<file path="src/rtl/sipo_ctrl_pkg.sv">
// Shared types and sizing helpers for the SIPO frame sequencer.
package sipo_ctrl_pkg;

    typedef enum logic {
        IDLE  = 1'b0,
        SHIFT = 1'b1
    } state_e;

    // Word counter must be able to hold FRAME_WORDS itself, not just FRAME_WORDS-1.
    function automatic int cnt_w(input int frame_words);
        return $clog2(frame_words + 1);
    endfunction

endpackage

</file>
<file path="src/rtl/sipo_frame_cnt.sv">
// Bit/word position counters for one frame; flags the last bit of a word and of the frame.
module sipo_frame_cnt
    import sipo_ctrl_pkg::*;
#(
    parameter int WIDTH       = 4,
    parameter int FRAME_WORDS = 4,
    parameter int CNT_W       = cnt_w(FRAME_WORDS)
) (
    input  logic clk,
    input  logic reset,
    input  logic clear,
    input  logic inc,
    output logic word_end,
    output logic frame_end
);

    localparam int BIT_W = (WIDTH > 1) ? $clog2(WIDTH) : 1;

    logic [BIT_W-1:0] bit_cnt;
    logic [CNT_W-1:0] word_cnt;

    assign word_end  = inc && (bit_cnt == BIT_W'(WIDTH - 1));
    assign frame_end = word_end && (word_cnt == CNT_W'(FRAME_WORDS - 1));

    always_ff @(posedge clk) begin
        if (reset || clear) begin
            bit_cnt  <= '0;
            word_cnt <= '0;
        end else if (inc) begin
            if (word_end) begin
                bit_cnt  <= '0;
                word_cnt <= word_cnt + 1'b1;
            end else begin
                bit_cnt  <= bit_cnt + 1'b1;
            end
        end
    end

endmodule

</file>
<file path="src/rtl/sipo_frame_ctrl.sv">
// Frame sequencer for an external SIPO: gates shifting, clears at frame start,
// and captures completed words into a valid/ready output register.
module sipo_frame_ctrl
    import sipo_ctrl_pkg::*;
#(
    parameter int WIDTH       = 4,
    parameter int FRAME_WORDS = 4
) (
    input  logic             clk,
    input  logic             reset,
    input  logic             frame_start,
    input  logic             bit_valid,
    input  logic [WIDTH-1:0] sipo_q,
    output logic             sipo_shift_en,
    output logic             sipo_clear,
    output logic [WIDTH-1:0] word_data,
    output logic             word_valid,
    input  logic             word_ready,
    output logic             word_last,
    output logic             frame_done,
    output logic             overrun,
    output logic             busy
);

    localparam int CNT_W = cnt_w(FRAME_WORDS);

    state_e state, state_nxt;
    logic   cap_pend, cap_last;
    logic   word_end, frame_end;
    logic   out_free;

    sipo_frame_cnt #(
        .WIDTH       (WIDTH),
        .FRAME_WORDS (FRAME_WORDS),
        .CNT_W       (CNT_W)
    ) u_cnt (
        .clk       (clk),
        .reset     (reset),
        .clear     (frame_start),
        .inc       (sipo_shift_en),
        .word_end  (word_end),
        .frame_end (frame_end)
    );

    always_comb begin
        state_nxt     = state;
        sipo_clear    = frame_start;
        sipo_shift_en = (state == SHIFT) && bit_valid && !frame_start;
        case (state)
            IDLE:    if (frame_start) state_nxt = SHIFT;
            SHIFT:   if (!frame_start && frame_end) state_nxt = IDLE;
            default: state_nxt = IDLE;
        endcase
    end

    assign out_free = !word_valid || word_ready;
    assign busy     = (state != IDLE) || cap_pend || word_valid;

    // Capture happens one cycle after the last bit shifts in, so sipo_q is
    // already complete; the SIPO may take the next word's first bit meanwhile.
    always_ff @(posedge clk) begin
        if (reset) begin
            state      <= IDLE;
            cap_pend   <= 1'b0;
            cap_last   <= 1'b0;
            word_data  <= '0;
            word_valid <= 1'b0;
            word_last  <= 1'b0;
            frame_done <= 1'b0;
            overrun    <= 1'b0;
        end else begin
            state      <= state_nxt;
            cap_pend   <= word_end;
            if (word_end)
                cap_last <= frame_end;
            frame_done <= word_valid && word_ready && word_last;

            if (cap_pend && out_free) begin
                word_data  <= sipo_q;
                word_valid <= 1'b1;
                word_last  <= cap_last;
            end else if (word_valid && word_ready) begin
                word_valid <= 1'b0;
            end

            if (cap_pend && !out_free)
                overrun <= 1'b1;
            else if (frame_start)
                overrun <= 1'b0;
        end
    end

endmodule

</file>
<file path="config.mk">
export PLATFORM = sky130hd
export DESIGN_NAME = sipo_frame_ctrl
export DESIGN_NICKNAME = d
export VERILOG_FILES = /design/src/rtl/sipo_ctrl_pkg.sv /design/src/rtl/sipo_frame_cnt.sv /design/src/rtl/sipo_frame_ctrl.sv
export SDC_FILE = /design/constraint.sdc
export NUM_CORES = 1
export LEC_CHECK = 0
export CORE_MARGIN = 2
export CORE_UTILIZATION = 44
export DETAILED_ROUTE_END_ITERATION = 6
export PLACE_DENSITY = 0.75
export SLEW_MARGIN = 5
export SYNTH_ARGS = -nofsm -noshare
export SYNTH_HDL_FRONTEND = slang
export SYNTH_SLANG_ARGS = --single-unit
</file>
<file path="constraint.sdc">
create_clock -name clk -period 1.7 [get_ports clk]
set_clock_uncertainty 0.05 [all_clocks]
set_input_delay 0.17 -clock clk [delete_from_list [all_inputs] [get_ports clk]]
set_output_delay 0.17 -clock clk [all_outputs]
set_load 0.1 [all_outputs]
</file>
==> flow_summary.ini <==
[worst_setup_path]
endpoint = busy
worstSetupStartpointType = flop
critPathRequiredTime_ns = 1.48
path_cells = or3_2 > buf_12
worst_setup_path_end_kind = output port
crit_buf_inv = 1
worstSetupPathType = flop to output port
cp_top_family = simple AND/OR/NAND/NOR gates
cp_slowest_cell = or3_2
cp-startpoint = word_valid
reg2regPathDepth = 4
r2r_end = u_cnt.word_cnt[2]
max_stage_delay_ns = 0.51
cp_max_fo = 4
cp.depth = 2
r2r_slack_ns = 0.36
crit_arrival_ns = 1.33
r2r-start = u_cnt.bit_cnt[0]

[cts]
path_clk_slew_ns = 0.09
postCtsSetupBuffers = 0
insertion_delay_ns = 0.28
cts_buffer_depth = 2
htree_levels = 1
cts_sinks = 16
cts_hold_buf = 0
cts_tree = done
cts_made_buffers = 3
root_buffer = clkbuf_4
post_cts_resized = 0

[pwr]
p_int_uw = 551
powerDensity_nw_per_um2 = 703
p_sw_share_pct = 23.5
power.share.sequential_pct = 52.7
total_leakage_power_uw = 0.000406
p_comb_share_pct = 12.8
power.switching_uw = 170
ir_worst_vdd_mv = 0.557
clockPowerShare_pct = 34.6

[global_routing]
first_global_vias = 556
grt_max_degree = 10
grt_pass1_wl_um = 2300
grt_antenna_before_repair = 0
groute.usage.overall_pct = 16.2
overflow = 0

[place]
dp_hpwl_um = 976
place_ws_ns = 0.251
gp_congestion = 0.702
port_buffers = 19

[finish]
area_growth_pct = 47.2
layout-drive-gt1-share_pct = 26.6
fin_nets = 107
final_cell_mix = 15 x dfxtp_1, 10 x nand2b_1, 9 x buf_12
n_antenna_cell = 0
final_common_cell = dfxtp_1

[detailed_routing]
drt_iter0_markers = 0
vias = 546
viasPerCell = 4.96
drt_wl_total_um = 1250
antenna_left = 0
drc = 0
drtPass1Iterations = 1
drt-wirelength-per-cell_um = 11.3

[die]
die_x_um = 43.8
rows = 14
io_pins = 20
die-height_um = 43.8
core_area_um2 = 1490
initial_core_util_pct = 46.8
die_area_um2 = 1920

[worst_hold_path]
min_path_type = primary input to flop

[timing]
slew_headroom_pct = 79.9
setup_violations = 0
period_share_pct = 91.4
fin_setup_tns_ns = 0
layout_setup_ws_ns = 0.146
grt_setup_unrepaired = no
tightest_slew_ns = 0.302
max_freq_mhz = 643
slew_viol_final = 0
finalCriticalPeriod_ns = 1.55
hold_viol = 0

[logic_synthesis]
synth_nets = 84
synthMuxAreaShare_pct = 8.62
synthFlopType = dfxtp_1
synth-xor-area-share_pct = 1.26
synth.avg_cell_area_um2 = 9.68
synth_top_family_by_area = simple AND/OR/NAND/NOR gates
synth-edff-count = 0
async_reset_ff_share_pct = 0
ys_seq_area_share_pct = 46.0
yosys.area_share.simple_pct = 27.6
synth_seq_cells = 16
synthAdderAreaFrac_pct = 5.39
synth_compound_area_share_pct = 6.46
synth_cell_type_count = 21
yosys_warnings = 0
synthCells = 72
syn_area_um2 = 697

[job]
maxCapViolCount = 0

[outcome]
status = finished clean
## sequential cells by signal, summed over array words and instances (netlist names)
name / flops
u_cnt.bit_cnt: 2
u_cnt.word_cnt: 3
word_last: 1
overrun: 1
frame_done: 1
cap_last: 1
state: 1
word_valid: 1
word_data: 4
cap_pend: 1
## cell type report
cell class / count / area [µm²]
Inverter: 1 / 3.75
Multi-Input combinational cell: 51 / 347
Sequential cell: 16 / 322
Clock buffer: 4 / 36.3
Timing Repair Buffer: 22 / 298
Tap cell: 16 / 20.0
Fill cell: 122 / 463
## kinds of logic after synthesis
group,after synthesis
mux,6
simple gates,35
flops,16
compound gates,6
fa+ha+maj,3
buf+inv,5
xor+xnor,1
## per-layer routing
metal | vias up | GRT usage, % | wire length (µm)
li1 | 286 | - | -
met1 | 249 | 20.7 | 601
met2 | 9 | 25.0 | 580
met3 | 2 | 2.50 | 47
met4 | 0 | 10.9 | 15
met5 | - | 0 | 0
## worst reg2reg max path, cell delays in order (launching register included)
cell and delay [ns]:
dfxtp_1 0.37, ha_1 0.20, and4b_1 0.40, nor2_2 0.07, a211oi_2 0.19
## how the worst min path moves through the flow
stage                     start  depth (start not counted)  slack (ns)          endpoint
2_1_floorplan         sipo_q[0]                          2        0.27      word_data[0]
5_1_grt               sipo_q[3]                          3        0.42      word_data[3]
3_3_place_gp   u_cnt.bit_cnt[1]                          2        0.40  u_cnt.bit_cnt[1]
4_1_cts               sipo_q[0]                          3        0.40      word_data[0]
6_report              sipo_q[0]                          3        0.40      word_data[0]
3_5_place_dp   u_cnt.bit_cnt[1]                          2        0.41  u_cnt.bit_cnt[1]
## power by group through the flow
stage,logic (µW),registers (µW),clock network (µW)
4_1_cts,92.9,380,256
3_5_place_dp,92.7,389,0
3_3_place_gp,92.0,388,0
5_1_grt,97.9,380,267
2_1_floorplan,49.5,388,0
6_report,92.2,380,249
## cells in the mapped netlist (2+ instances only)
cell	number	area share [%]
dfxtp_1	16	46
buf_2	2	1.4
a21oi_1	4	2.9
nand2_1	6	3.2
ha_1	3	5.4
nand2b_1	10	9.0
mux2i_1	6	8.6
a211oi_2	2	3.6
and4b_1	2	2.9
nor2b_1	2	1.8
nor2_1	9	4.8
## through the flow
stage	std cells	area, µm²	power, µW	hold WS, ns	util (%)
floorplan	72	701	437	0.275	-
global placement	106	990	480	0.397	66.5
detailed placement	106	990	481	0.406	66.5
CTS	110	1030	729	0.399	68.9
global route	110	1030	745	0.423	68.9
finish	110	1030	721	0.398	68.9
No activity file was read; power rests on OpenSTA's default activity.
